`src/rtl/fetch_unit.sv`:
```
// Instruction fetch: PC, req/ack word reads, registered Instr with Op/Func; request-to-InstrValid = mem latency + 1.
// Stall freezes outputs, one-entry skid catches a word acked under Stall; PCSrc redirects and squashes the wrong path.
module fetch_unit #(
    parameter int                 ADDR_W   = 32,
    parameter logic [ADDR_W-1:0]  RESET_PC = '0
) (
    input  logic              Clk,
    input  logic              Rst,
    output logic              IMemReq,
    output logic [ADDR_W-1:0] IMemAddr,
    input  logic              IMemAck,
    input  logic [31:0]       IMemData,
    input  logic              Stall,
    input  logic              PCSrc,
    input  logic [ADDR_W-1:0] BranchTarget,
    output logic [31:0]       Instr,
    output logic [5:0]        Op,
    output logic [5:0]        Func,
    output logic [ADDR_W-1:0] PCPlus4,
    output logic              InstrValid,
    output logic              AddrErr
);

    typedef enum logic [1:0] {
        S_FETCH = 2'd0,
        S_HOLD  = 2'd1,
        S_DRAIN = 2'd2
    } state_t;

    state_t            r_state;
    logic [ADDR_W-1:0] r_pc;
    logic [ADDR_W-1:0] r_addr;
    logic              r_req;
    logic [31:0]       r_instr;
    logic [ADDR_W-1:0] r_pc4;
    logic              r_vld;
    logic [31:0]       r_skid;
    logic [ADDR_W-1:0] r_skid_pc4;
    logic              r_err;

    logic [ADDR_W-1:0] w_tgt;
    logic [ADDR_W-1:0] w_pc4;
    logic              w_misalign;

    assign w_tgt      = {BranchTarget[ADDR_W-1:2], 2'b00};
    assign w_misalign = |BranchTarget[1:0];
    assign w_pc4      = r_pc + ADDR_W'(4);

    always_ff @(posedge Clk or negedge Rst) begin
        if (!Rst) begin
            r_state    <= S_FETCH;
            r_pc       <= RESET_PC;
            r_addr     <= RESET_PC;
            r_req      <= 1'b0;
            r_instr    <= '0;
            r_pc4      <= '0;
            r_vld      <= 1'b0;
            r_skid     <= '0;
            r_skid_pc4 <= '0;
            r_err      <= 1'b0;
        end else if (PCSrc) begin
            r_pc  <= w_tgt;
            r_err <= r_err | w_misalign;
            r_vld <= 1'b0;
            case (r_state)
                S_FETCH: begin
                    // An unacked request cannot be withdrawn: keep its address and drain it.
                    if (r_req && !IMemAck) begin
                        r_state <= S_DRAIN;
                    end else begin
                        r_addr <= w_tgt;
                        r_req  <= 1'b1;
                    end
                end
                S_HOLD: begin
                    r_state <= S_FETCH;
                    r_addr  <= w_tgt;
                    r_req   <= 1'b1;
                end
                S_DRAIN: begin
                    if (IMemAck) begin
                        r_state <= S_FETCH;
                        r_addr  <= w_tgt;
                    end
                end
                default: r_state <= S_FETCH;
            endcase
        end else begin
            case (r_state)
                S_FETCH: begin
                    if (!r_req) begin
                        r_req  <= 1'b1;
                        r_addr <= r_pc;
                    end else if (IMemAck) begin
                        r_pc <= w_pc4;
                        if (Stall) begin
                            r_skid     <= IMemData;
                            r_skid_pc4 <= w_pc4;
                            r_req      <= 1'b0;
                            r_state    <= S_HOLD;
                        end else begin
                            r_instr <= IMemData;
                            r_pc4   <= w_pc4;
                            r_vld   <= 1'b1;
                            r_addr  <= w_pc4;
                        end
                    end else if (!Stall) begin
                        r_vld <= 1'b0;
                    end
                end
                S_HOLD: begin
                    if (!Stall) begin
                        r_instr <= r_skid;
                        r_pc4   <= r_skid_pc4;
                        r_vld   <= 1'b1;
                        r_req   <= 1'b1;
                        r_addr  <= r_pc;
                        r_state <= S_FETCH;
                    end
                end
                S_DRAIN: begin
                    // Wrong-path data is dropped; the real path resumes from the redirected PC.
                    if (IMemAck) begin
                        r_addr  <= r_pc;
                        r_state <= S_FETCH;
                    end
                end
                default: r_state <= S_FETCH;
            endcase
        end
    end

    assign IMemReq    = r_req;
    assign IMemAddr   = r_addr;
    assign Instr      = r_instr;
    assign Op         = r_instr[31:26];
    assign Func       = r_instr[5:0];
    assign PCPlus4    = r_pc4;
    assign InstrValid = r_vld;
    assign AddrErr    = r_err;

endmodule

```
`config.mk`:
```
export PLATFORM = sky130hd
export DESIGN_NAME = fetch_unit
export DESIGN_NICKNAME = d
export VERILOG_FILES = /design/src/rtl/fetch_unit.sv
export SDC_FILE = /design/constraint.sdc
export NUM_CORES = 1
export LEC_CHECK = 0
export ABC_AREA = 1
export CORE_AREA = 5 5 168 138
export CTS_BUF_LIST = sky130_fd_sc_hd__clkbuf_16
export DETAILED_ROUTE_END_ITERATION = 12
export DIE_AREA = 0 0 173 143
export GPL_ROUTABILITY_DRIVEN = 0
export PLACE_DENSITY = 0.67
export RECOVER_POWER = 50
export SYNTH_ARGS = -nofsm -noshare
export SYNTH_HDL_FRONTEND = slang
export SYNTH_SLANG_ARGS = --single-unit
```
`constraint.sdc`:
```
create_clock -name Clk -period 2.3 [get_ports Clk]
set_input_delay 0.23 -clock Clk [delete_from_list [all_inputs] [get_ports Clk]]
set_output_delay 0.23 -clock Clk [all_outputs]
set_load 0.02 [all_outputs]
```
==> results.md, run 1 <==
- Static leakage: between 5 and 6 nW
- Vias: 8662
- Max-cap violations: 1
- Worst relative slew slack: -0.937%
- # DRC: 0
- Die height: around 140 microns
- Core area: 21300 sq um
- Commonest cells after routing, fill and taps aside: nand2_1, dfrtp_1, clkdlybuf4s50_1
- Largest net degree at the start of global routing: 84
- Full die area: 24700 sq um
- Multi-input logic area: between 3000 and 4000 sq um
- Most common cell after layout, fill and taps aside: nand2_1
- Final HPWL DP: 18.6 mm
- Wire length on met3: 2.23 mm
- Slew Limit Fails: 59
- RSZ-0062 raised after global routing: false
- GR Overflow Total: 0
- Peak VDD IR: 0.876 mV
- Top routing layer in use: met4
- Switching Power: 0.00709 W
- Hold Path Origin: PCSrc
- Power per Cell Area: 1380 nW/um^2
- Failing checks: max-capacitance violations, max-slew violations
- Die Wd: 173 microns
- Rows: between 40 and 50
- Hold WC Path Type: in2reg
- Final min period: 2.01 ns
- Final core utilization: between 50% and 60%
- Clock slew at reported path FFs: around 0.070 ns
- DR pass1 iterations: 5
- Post-CTS Setup Bufs: 0
- Worst-Margin Slew: 1.51 ns
- Worst Reg-to-Reg Cells: 10
- Post-Route Setup TNS: 0 ns
- Worst reg2reg path startpoint: r_state[0]
- Ant diodes: 0
- Distinct cells, synth: 35
- Max Clock Skew: 0.0135 ns
- Hold Crit Depth: 3
- Tot GR Track Use: approximately 22%
- Detailed-routed wire length on met2: 11.2 mm
- Final Cycle Share: ~87%
- Final ANT Viol Nets: 0
- Post-Syn Area: 9420 sq um
- Setup-failing EPs final: 0
- CP Buf/Inv Count: 4
- Crit. End Element: flop
- Avg WL per Cell: 16.6 microns
- Reg power frac: 34.7%
- Synthesized area per cell: 7.76 sq um
- Crit path required time: 2.65 ns
- Num CTS Buffers: 17
- Post-layout nets: 1424
- Vias in the first global route: just over 8000
- PnR worst setup slack: 0.294 ns
- Clock root buffer: clkbuf_16
- Critical register-to-register path endpoint: Instr[23]
- Crit path kind: reg2reg
- Slowest cell delay on critical path: 0.36 ns
- Final hold viol count: 0
- Filler cells: 1960
- P&R area growth vs syn: 26.1%
- Sw Ratio: between 40% and 50%
- WHS Endpoint: IMemAddr[5]
- Yosys warning total: 0
- FF/Latch Area: 4750 sq um
- Port bufs: between 150 and 200
- Seq cells post-synth: 190
- Layout cells sized above 1: 5.13%
- Slowest cell on crit path: dfrtp_1
- Worst-path cell chain: inv_1 -> ha_1 -> inv_1 -> nand2_1 -> nand2_1 -> nand3_2 -> inv_2 -> buf_12 -> nor2_1 -> a31oi_1
- 1st-iter DRT viols: 659
- Clk_lat worst skew: between 0.4 and 0.5 ns
- Top Family by Delay on Critical Path: buffers and inverters
- M1 WL: around 13 mm
- First-pass GRT wire length: 44.2 mm
- Vias per cell: 5.28
- CTS tree: done
- CTS H-tree lvls: 4
- Power Internal: 0.00934 W
- Initial antenna violation count: 0
- Routed WL: 27.2 mm
- Crit path DAT: 2.36 ns
- Critical-path maximum fanout: 82
- Clock share of power: 18.1%
- Worst Setup Start Kind: flop
- Status: complete, but fails checks
- Reg2reg setup slack: 0.29 ns
- Combinational share of power: 47.2%
- Clock sinks: 190
- I/O pins: 180
- Synth Instances: around 1200
- Finished Layout Cells: 1639
- Starting density of the core: 44.3%
- Pre-CTS setup slack: approximately 0.12 ns
- Fmax: approximately 500 MHz
- Placed Cells: 1606
- Sequential cell area fraction in the yosys report: 50.5%
- CTS max path bufs: 2
power groups by stage:
stage / registers [W] / logic (W) / clock network, W
after detailed placement: 0.00577 / 0.00792 / 0
after global placement: 0.00575 / 0.00776 / 0
after CTS: 0.00573 / 0.00795 / 0.00302
after global routing: 0.00590 / 0.00854 / 0.00316
after floorplan: 0.00658 / 0.00391 / 0
final: 0.00571 / 0.00775 / 0.00297
state kept, by name, summed over array words and instances, names as in the netlist:
name / flops
r_pc: 30
r_skid_pc4: 30
Instr: 32
PCPlus4: 30
r_skid: 32
r_state: 2
IMemReq: 1
InstrValid: 1
AddrErr: 1
IMemAddr: 31
through the flow:
stage,total power (W),hold slack (ns),cell area (sq um)
2_1_floorplan,0.0105,-0.0656,9420
3_3_place_gp,0.0135,0.251,11300
3_5_place_dp,0.0137,0.249,11300
4_1_cts,0.0167,0.221,11900
5_1_grt,0.0176,0.223,11900
6_report,0.0164,0.234,11900
final cells by class:
type                       instances  area share, %
clock buffer                      17           3.58
tap                              275           2.90
clock inverter                    15           1.32
inverter                          67           2.18
multi-input combinational        880           33.6
timing repair buffer             195           16.3
sequential                       190           40.0
cells by family after synthesis:
| group | Yosys count | synth area share (%) |
|---|---|---|
| AND/OR/NAND/NOR | 606 | 25.5 |
| AO/OA/AOI/OAI | 261 | 15.6 |
| flip-flops | 190 | 50.5 |
| buffers and inverters | 145 | 7.15 |
| XOR/XNOR | 7 | 0.651 |
| adder cells (fa/ha/maj) | 4 | 0.532 |
| other | 1 | 0.0398 |
tightest hold or removal path, cell delays in order:
cell     delay [ns]
buf_2          0.19
nand2_1        0.12
a31oi_1        0.08
synth_stat cells:
cell type  instances  area share [%]
clkbuf_1          27             1.1
nor2_4             3            0.36
o21bai_1           1           0.080
a21oi_1          107             5.7
nand2_1          437              17
buf_2             23             1.2
conb_1             1           0.040
o22ai_1            1           0.066
o211ai_1          25             2.0
xor2_1             7            0.65
inv_4              2            0.13
o21ai_0           54             2.9
nor2_2             4            0.27
buf_4             21             1.7
clkinv_1           1           0.040
o21ai_1           15            0.80
nor2_8             1            0.21
nor2_1           120             4.8
nand3b_1           1           0.080
nand3_2            3            0.32
nand4_1            3            0.20
inv_2              6            0.24
a31oi_1           44             2.9
ha_1               4            0.53
dfrtp_1          190              50
nand3_1           33             1.8
nand2_4            1            0.12
o31ai_1            1           0.080
o221ai_1           6            0.56
inv_1             58             2.3
o21a_1             6            0.48
buf_6              2            0.24
o41ai_1            1           0.093
clkbuf_2           1           0.053
buf_1              4            0.16
what timing repair did:
| item | 4_1_cts | 5_1_grt |
|---|---|---|
| gates resized for setup | 0 | 2 |
| hold endpoints to repair | 53 | 0 |
| hold buffers | 1 | 0 |
| endpoints found under the setup margin | 0 | 30 |
metal layers:
metal,vias up,GRT usage (%)
li1,4219,-
met1,4070,33.8
met2,341,31.2
met3,32,5.82
met4,0,5.67
met5,-,0
how the worst max path moves through the flow:
stage | endpoint | startpoint | cells past startpoint
floorplan | r_skid[10] | r_state[0] | 10
global placement | r_skid_pc4[21] | r_state[0] | 8
detailed placement | r_skid_pc4[8] | r_state[0] | 8
CTS | r_skid_pc4[21] | r_state[0] | 9
global route | Instr[23] | r_state[0] | 10
finish | Instr[23] | r_state[0] | 10
No activity file was read; power rests on OpenSTA's default activity.
==> inputs of run 2 (changes only) <==
--- a/config.mk
+++ b/config.mk
@@ -11,6 +11,7 @@
 export DETAILED_ROUTE_END_ITERATION = 12
 export DIE_AREA = 0 0 173 143
 export GPL_ROUTABILITY_DRIVEN = 0
+export HOLD_SLACK_MARGIN = 0.1
 export PLACE_DENSITY = 0.67
 export RECOVER_POWER = 50
 export SYNTH_ARGS = -nofsm -noshare
==> results of run 2 <==
Final layout, timing and power as in run 1 (identical DEF).
